**config.mk**
```make
export PLATFORM = sky130hd
export DESIGN_NAME = cd_param
export DESIGN_NICKNAME = d
export VERILOG_FILES = /design/src/rtl/cd_param.sv
export SDC_FILE = /design/constraint.sdc
export NUM_CORES = 1
export LEC_CHECK = 0
export BUFFER_PORTS_ARGS = -buffer_cell sky130_fd_sc_hd__buf_2
export CORE_ASPECT_RATIO = 1.1
export CORE_UTILIZATION = 40
export CTS_CLUSTER_SIZE = 16
export DETAILED_ROUTE_END_ITERATION = 6
export MAX_ROUTING_LAYER = met4
export SKIP_LAST_GASP = 1
export SYNTH_ARGS = -nofsm -noshare
export SYNTH_HDL_FRONTEND = slang
export SYNTH_SLANG_ARGS = --single-unit
```
**constraint.sdc**
```tcl
create_clock -name clk -period 9.9 [get_ports clk]
set_input_delay 0 -clock clk [delete_from_list [all_inputs] [get_ports clk]]
set_output_delay 0 -clock clk [all_outputs]
set_load 0.005 [all_outputs]
```
**src/rtl/cd_param.sv**
```systemverilog
// Parametrised single-cycle CPU datapath with a register file, an ALU with z/c flags,
// a hardware return-address stack for call/ret, and a global enable for stalling.
module cd_param #(
  parameter int W   = 16,
  parameter int PCW = 10,
  parameter int SD  = 8
) (
  input  logic           clk,
  input  logic           reset,
  input  logic           en,
  input  logic [31:0]    instruccion,
  output logic [PCW-1:0] pc_out,
  input  logic [1:0]     s_pc,
  input  logic           s_mux_alu,
  input  logic           s_mux_datos,
  input  logic           we3,
  input  logic           wez,
  input  logic           wec,
  input  logic [2:0]     op_alu,
  input  logic [W-1:0]   Datos,
  output logic [15:0]    Direcciones,
  output logic [W-1:0]   dout,
  output logic           z,
  output logic           c,
  output logic [5:0]     opcode,
  output logic           ovf,
  output logic           unf
);

  localparam int SPW = $clog2(SD + 1);
  localparam int AW  = $clog2(SD);

  typedef enum logic [1:0] {
    PC_INC  = 2'b00,
    PC_JMP  = 2'b01,
    PC_CALL = 2'b10,
    PC_RET  = 2'b11
  } pc_sel_e;

  typedef enum logic [2:0] {
    ALU_A    = 3'b000,
    ALU_NOTA = 3'b001,
    ALU_ADD  = 3'b010,
    ALU_SUB  = 3'b011,
    ALU_AND  = 3'b100,
    ALU_OR   = 3'b101,
    ALU_NEGA = 3'b110,
    ALU_NEGB = 3'b111
  } alu_op_e;

  // Instruction fields
  logic [3:0]     ra1, ra2, wa;
  logic [W-1:0]   imm;
  logic [PCW-1:0] target;

  assign ra1         = instruccion[25:22];
  assign ra2         = instruccion[21:18];
  assign wa          = instruccion[17:14];
  assign imm         = W'(instruccion[15:0]);
  assign target      = instruccion[PCW-1:0];
  assign opcode      = instruccion[31:26];
  assign Direcciones = instruccion[15:0];

  // State
  logic [W-1:0]   rf_q [16];
  logic [PCW-1:0] stack_q [SD];
  logic [PCW-1:0] pc_q, pc_d;
  logic [SPW-1:0] sp_q, sp_d;
  logic           z_q, z_d, c_q, c_d;
  logic           ovf_q, ovf_d, unf_q, unf_d;

  assign pc_out = pc_q;
  assign z      = z_q;
  assign c      = c_q;
  assign ovf    = ovf_q;
  assign unf    = unf_q;

  // Register file reads: R0 is hard-wired to zero, no write bypass.
  logic [W-1:0] rd1, rd2;
  assign rd1  = (ra1 == 4'd0) ? '0 : rf_q[ra1];
  assign rd2  = (ra2 == 4'd0) ? '0 : rf_q[ra2];
  assign dout = rd2;

  // ALU
  logic [W-1:0] alu_a, alu_b, alu_r;
  logic         alu_c;
  logic [W:0]   sum_ext, diff_ext;

  assign alu_a    = s_mux_alu ? imm : rd1;
  assign alu_b    = rd2;
  assign sum_ext  = {1'b0, alu_a} + {1'b0, alu_b};
  assign diff_ext = {1'b0, alu_a} - {1'b0, alu_b};

  // NOTE: every output of a combinational block gets a default first so no latch is inferred.
  always_comb begin
    alu_r = '0;
    alu_c = 1'b0;
    unique case (alu_op_e'(op_alu))
      ALU_A:    alu_r = alu_a;
      ALU_NOTA: alu_r = ~alu_a;
      ALU_ADD: begin
        alu_r = sum_ext[W-1:0];
        alu_c = sum_ext[W];
      end
      ALU_SUB: begin
        alu_r = diff_ext[W-1:0];
        alu_c = diff_ext[W];
      end
      ALU_AND:  alu_r = alu_a & alu_b;
      ALU_OR:   alu_r = alu_a | alu_b;
      ALU_NEGA: alu_r = '0 - alu_a;
      ALU_NEGB: alu_r = '0 - alu_b;
    endcase
  end

  logic [W-1:0] wb_data;
  assign wb_data = s_mux_datos ? Datos : alu_r;

  // Return-address stack control
  logic           stk_full, stk_empty, push_en;
  logic [PCW-1:0] pc_inc;
  logic [AW-1:0]  push_idx, pop_idx;

  assign pc_inc    = pc_q + PCW'(1);
  assign stk_full  = (sp_q == SPW'(SD));
  assign stk_empty = (sp_q == '0);
  assign push_idx  = AW'(sp_q);
  assign pop_idx   = AW'(sp_q - SPW'(1));

  always_comb begin
    pc_d    = pc_q;
    sp_d    = sp_q;
    ovf_d   = ovf_q;
    unf_d   = unf_q;
    z_d     = z_q;
    c_d     = c_q;
    push_en = 1'b0;
    if (en) begin
      if (wez) z_d = (alu_r == '0);
      if (wec) c_d = alu_c;
      unique case (pc_sel_e'(s_pc))
        PC_INC: pc_d = pc_inc;
        PC_JMP: pc_d = target;
        PC_CALL: begin
          pc_d = target;
          if (stk_full) begin
            ovf_d = 1'b1;
          end else begin
            push_en = 1'b1;
            sp_d    = sp_q + SPW'(1);
          end
        end
        PC_RET: begin
          if (stk_empty) begin
            pc_d  = pc_inc;
            unf_d = 1'b1;
          end else begin
            pc_d = stack_q[pop_idx];
            sp_d = sp_q - SPW'(1);
          end
        end
      endcase
    end
  end

  // NOTE: sequential state uses non-blocking assignments so all registers update together on the edge.
  always_ff @(posedge clk or negedge reset) begin
    if (!reset) begin
      pc_q  <= '0;
      sp_q  <= '0;
      z_q   <= 1'b0;
      c_q   <= 1'b0;
      ovf_q <= 1'b0;
      unf_q <= 1'b0;
    end else begin
      pc_q  <= pc_d;
      sp_q  <= sp_d;
      z_q   <= z_d;
      c_q   <= c_d;
      ovf_q <= ovf_d;
      unf_q <= unf_d;
    end
  end

  // NOTE: the register file and stack are cleared by reset, so they are flops rather than RAM macros.
  always_ff @(posedge clk or negedge reset) begin
    if (!reset) begin
      for (int i = 0; i < 16; i++) rf_q[i] <= '0;
    end else if (en && we3 && (wa != 4'd0)) begin
      rf_q[wa] <= wb_data;
    end
  end

  always_ff @(posedge clk or negedge reset) begin
    if (!reset) begin
      for (int i = 0; i < SD; i++) stack_q[i] <= '0;
    end else if (push_en) begin
      stack_q[push_idx] <= pc_inc;
    end
  end

endmodule

```
# ---- Yosys cells after proc, flatten, opt, wreduce, memory -nomap -nowiden
# Cells that the tools add are included.
# W data, S select, Z words.
dict set report word_totals {
  output_inout_bits 52
  inputBits 61
  word_cells 112
  ff_bits 354
}
dict set report classes {
  bitwise_logic 8
  order_cmp 7
  addsub 7
  n_mux 29
  n_reduce_logical 18
  n_eq_ne 13
}
# op n
set op_table {}
lappend op_table {{$bwmux W256} 1}
lappend op_table {{$mux W16} 9}
lappend op_table {{$bmux W16 S4} 2}
lappend op_table {{$pmux W16 S8} 1}
lappend op_table {{$bwmux W80} 1}
lappend op_table {{$demux W16 S4} 1}
lappend op_table {{$mux W10} 4}
lappend op_table {{$sub A1 B16 Y16 const A} 2}
lappend op_table {{$bmux W10 S3} 1}
lappend op_table {{$demux W10 S3} 1}
lappend op_table {{$pmux W10 S3} 1}
lappend op_table {{$add A16 B16 Y17} 1}
lappend op_table {{$sub A16 B16 Y17} 1}
lappend op_table {{$and A16 B16 Y16} 1}
lappend op_table {{$logic_not A16 Y1} 1}
lappend op_table {{$not A16 Y16} 1}
lappend op_table {{$or A16 B16 Y16} 1}
lappend op_table {{$ge A5 B5 Y1 const B} 3}
lappend op_table {{$not A4 Y5} 3}
lappend op_table {{$eq A3 B3 Y1 const B} 4}
lappend op_table {{$logic_not A4 Y1} 3}
lappend op_table {{$add A10 B1 Y10 const B} 1}
lappend op_table {{$ge A4 B4 Y1 const B} 2}
lappend op_table {{$mux W4} 2}
lappend op_table {{23 further kinds} 34}

# ---- Longest topological paths before layout
dict set report depth {
  ltp_word 10
  ltp_mapped 22
  mapped_depth_nobuf 18
}

# ---- Worst setup path before layout
# Ideal clock, no wire load.
dict set report synth_timing {
  kind {reg-to-reg}
  startpoint {register rf_q[160] (netlist bit)}
  endpoint {register rf_q[110] (netlist bit)}
  required_time_ns 9.767
  setup_slack_ns 5.243
  t_arrival_ns 4.524
  synth_period_minus_slack_ns 4.657
  path_buffers 1
  path_stages_with_launch 18
  setup_ns 0.133
  cell_sequence {dfrtp_1 -> mux4_1 -> mux2_2 -> a222oi_1 -> ha_1 -> fa_1 -> nor2b_1 -> o2111ai_1 -> a221oi_1 -> o41ai_1 -> o32a_1 -> nor2_1 -> o22a_1 -> o22ai_1 -> o211ai_1 -> o21ai_1 -> clkbuf_1 -> o21ai_0}
}
dict set report synth_via {
  elab_chain_len 9
  word_cells_on_any_way 16
  classes_between {4 x add/sub; 12 x mux}
}
# element line_no
set synth_rtl {}
lappend synth_rtl {{start: declaration} 65} ;# logic [W-1:0] rf_q [16];
lappend synth_rtl {{start signal: indexed assignment} 190} ;# rf_q[wa] <= wb_data;
lappend synth_rtl {{$bmux W16 S4} 80} ;# assign rd1 = (ra1 == 4'd0) ? '0 : rf_q[ra1];
lappend synth_rtl {{$mux W16 (implied by the code) (2 in a row)} 80}
lappend synth_rtl {{$mux W16} 80}
lappend synth_rtl {{$mux W16} 89} ;# assign alu_a = s_mux_alu ? imm : rd1;
lappend synth_rtl {{$sub A1 B16 Y16, or another cell as far along} 111} ;# ALU_NEGA: alu_r = '0 - alu_a;
lappend synth_rtl {{$pmux W16 S8 *} 98} ;# unique case (alu_op_e'(op_alu))
lappend synth_rtl {{$mux W16 *} 117} ;# assign wb_data = s_mux_datos ? Datos : alu_r;
lappend synth_rtl {{$bwmux W256 *} 190}
# Every way passes the cells marked *; elsewhere a longest branch is shown, timed or not. The select of a mux whose other input is x is not followed.
# A chain may end at the register's enable or synchronous reset.

# ---- Worst setup path after layout
dict set report layout_timing {
  startpoint {input instruccion[22]}
  endpoint {register rf_q[93] (netlist bit)}
}
dict set report layout_via {
  elab_chain_len 10
  word_cells_on_any_way 16
  classes_between {3 x add/sub; 8 x mux; 4 x bitwise; 1 x reduce/logical}
}
# element line_no
set layout_rtl {}
lappend layout_rtl {{start: declaration} 11} ;# input logic [31:0] instruccion,
lappend layout_rtl {{$not A4 Y5 (implied by the code)} 80}
lappend layout_rtl {{$bmux W16 S4} 80}
lappend layout_rtl {{$mux W16 (implied by the code) (2 in a row)} 80}
lappend layout_rtl {{$mux W16 *} 80}
lappend layout_rtl {{$mux W16 *} 89}
lappend layout_rtl {{$sub A1 B16 Y16, or another cell as far along} 111}
lappend layout_rtl {{$pmux W16 S8 *} 98}
lappend layout_rtl {{$mux W16 *} 117}
lappend layout_rtl {{$bwmux W256 *} 190}
# Marked as above.

==> impl_metrics.csv <==
group,metric,value,unit
critical_path,crit_fanout,43,
power,ir_worst_vdd,155,uV
clocking,cts_root_buf,"clkbuf_16",
outcome,status,"completed",
timing,fin_crit_sh,60.6,%
detailed_routing,drt-total-wl,70.5,mm
clocking,clockBufferDepth,3,
critical_path,end_kind,"flip-flop",
synth,synth-seq-area-share,40.6,%
clocking,post_cts_buffers,0,
critical_path,startpoint_type,"primary input",
global_route,grt_pass1_vias,17200,
placement,io_buffers,100,
finish,finalNetCount,2227,
synth,async_flop_share,100,%
timing,drv_slew,0,
timing,tightestPinTransition,1340,ps
detailed_routing,vias,17100,
floorplanning,rows,88,
clocking,cts_tree,"done",
timing,setup_tns,0,ps
run,maxCapViolCount,0,
timing,grt_setup_unrepaired,"false",
detailed_routing,drc,0,
finish,syn_to_final_growth,10.2,%
critical_path,worst_ep_required_time,10260,ps
synth,synth_nets,2225,
timing,hold_slack,0.0111,ps
clocking,htreeDepth,2,
synth,synth.avg_cell_area,10.2,um2
synth,syn-cell-area,0.0215,mm2
placement,dpl_cell_area,0.0223,mm2
finish,design_area,0.0236,mm2
timing,finalCriticalPeriod,6000,ps
synth,synth_cell_types,78,
detailed_routing,wl_per_cell,25.1,um
detailed_routing,firstDrtPassIters,6,
clocking,clkSlewWorstSetupHoldPaths,60,ps
finish,layout.cells.non_filler,2815,
synth,synth_cells,2107,
critical_path,crit_type,"in -> reg",
floorplanning,core-area,0.0527,mm2
critical_path,worstPathArrival,6360,ps
critical_path,timing.reg2reg.setup_slack,4060,ps
placement,place.gp.congestion,0.951,
placement,place_inst,2740,
detailed_routing,first_iter_violations,1674,
timing,finalSetupViolCount,0,
global_route,track_usage,26.8,%
placement,dp_hpwl,49.5,mm
timing,clock.fmax,0.167,GHz
global_route,overflow,0,
floorplanning,die_area,0.0546,mm2
floorplanning,die_height,245,um
global_route,antenna_found_initial,3,
detailed_routing,ant_nets,0,
detailed_routing,vias_per_cell,6.07,
synth,yosysWarningCount,0,
global_route,grt_max_degree,162,
synth,synth_top_flop_cell,"dfrtp_1",
floorplanning,io-pin-count,113,
finish,final_common_cell,"dfrtp_1",
min_path,hold_path.class,"in -> out",
timing,final_hold_viol_count,0,
clocking,insertion_delay,540,ps
timing,fin_skew,19.1,ps
critical_path,r2r_cells,14,
clocking,cts.sinks,348,
synth,synth_edf_count,0,
finish,drive_above_1_share,22.6,%
finish,final_cell_mix,"dfrtp_1 (348), nand2_1 (345), o21ai_0 (174)",
power,leakagePower,10.5,nW
floorplanning,die_w,223,um
synth,ys_ff_latch,348,
global_route,grt_pass1_wl,108,mm
clocking,cts_made_buffers,38,
floorplanning,start_util,40.7,%
power,p_per_area,224,mW/mm2
timing,slew_headroom,10.2,%
min_path,hold_depth,0,
finish,utilization,44.8,%
-- synthesized netlist by cell type (14+ instances only) --
| cell | instances | area [um2] |
|---|---|---|
| xor2_1 | 14 | 123 |
| nand3_1 | 24 | 120 |
| buf_2 | 21 | 105 |
| buf_4 | 30 | 225 |
| o21ai_0 | 174 | 871 |
| xnor2_1 | 23 | 201 |
| a221oi_1 | 24 | 210 |
| nor3_1 | 22 | 110 |
| dfrtp_1 | 348 | 8710 |
| o22ai_1 | 19 | 119 |
| nor2b_1 | 19 | 119 |
| mux4_2 | 104 | 2340 |
| a21oi_1 | 102 | 510 |
| nor2_1 | 104 | 390 |
| nand2b_1 | 22 | 138 |
| mux2i_1 | 78 | 781 |
| ha_1 | 55 | 688 |
| clkbuf_1 | 119 | 447 |
| nand2_1 | 345 | 1290 |
| inv_1 | 55 | 206 |
| a22oi_1 | 26 | 195 |
| o21a_1 | 15 | 113 |
| mux2_2 | 159 | 1790 |
-- final cells by class --
type                       instances  area, um2
tap                              675        845
inverter                          60        225
fill                            4973      29100
antenna                            3       7.51
sequential                       348       8710
timing repair buffer             145        881
clock buffer                      61       1180
clock inverter                     7       91.3
multi-input combinational       1516      11700
-- kinds of logic (layout without fill, tap and decap cells) --
group / Yosys count / count (layout) / synth area share [%]
simple gates: 582 / 582 / 11.7
fa+ha+maj: 57 / 57 / 3.39
xor+xnor: 37 / 37 / 1.51
compound gates: 493 / 493 / 14.5
other cells: 0 / 3 / 0
flops: 348 / 348 / 40.6
buf+inv: 243 / 273 / 5.00
mux: 347 / 347 / 23.4
-- critical path, stage by stage --
cell and delay, ps:
buf_4 470, buf_4 720, mux4_2 580, nand2b_1 150
a32oi_1 280, o21ai_1 330, ha_1 610, o2111ai_1 250
a21boi_0 430, a311oi_1 150, buf_4 180, a21oi_1 290
xor2_1 120, a221oi_1 410, o22ai_1 170, mux2i_1 950
o21ai_0 240
-- state kept, by name (all words and copies together) (netlist names) --
signal / flops
rf_q: 250
stack_q: 80
pc_out: 10
sp_q: 4
c: 1
ovf: 1
unf: 1
z: 1
-- power breakdown --
part / internal (W) / leakage (nW) / switching, W
registers: 0.00181 / 4.47 / 0.000285
logic: 0.000799 / 5.39 / 0.000944
clock network: 0.000869 / 0.621 / 0.000586
-- metrics by stage --
step	total power, W	setup WS [ps]
2_1_floorplan	0.00330	5240
3_3_place_gp	0.00378	3550
3_5_place_dp	0.00384	3480
4_1_cts	0.00530	4030
5_1_grt	0.00558	3560
6_report	0.00529	3900
-- path summary, 6_finish.rpt --
path | from | to
max reg2reg | rf_q[41]$_DFFE_PN0P_ | rf_q[93]$_DFFE_PN0P_
max in group asynchronous | reset | rf_q[226]$_DFFE_PN0P_
max | instruccion[22] | rf_q[93]$_DFFE_PN0P_
min | instruccion[30] | opcode[4]
min reg2reg | rf_q[242]$_DFFE_PN0P_ | rf_q[242]$_DFFE_PN0P_
min in group asynchronous | reset | stack_q[78]$_DFFE_PN0P_
-- routing by layer --
metal / global-route usage [%] / share of wire [%] / vias to the layer above
li1: - / - / 7614
met1: 31.6 / 40 / 8611
met2: 45.4 / 50 / 695
met3: 3.67 / 5.6 / 165
met4: 12.4 / 4.8 / 0
met5: - / 0 / -
-- repair_timing --
action	CTS	global route
endpoints found under the hold margin	124	0
gates resized for setup	0	0
endpoints found under the setup margin	0	0
hold buffers	4	0
(Power assumes the default switching activity.)
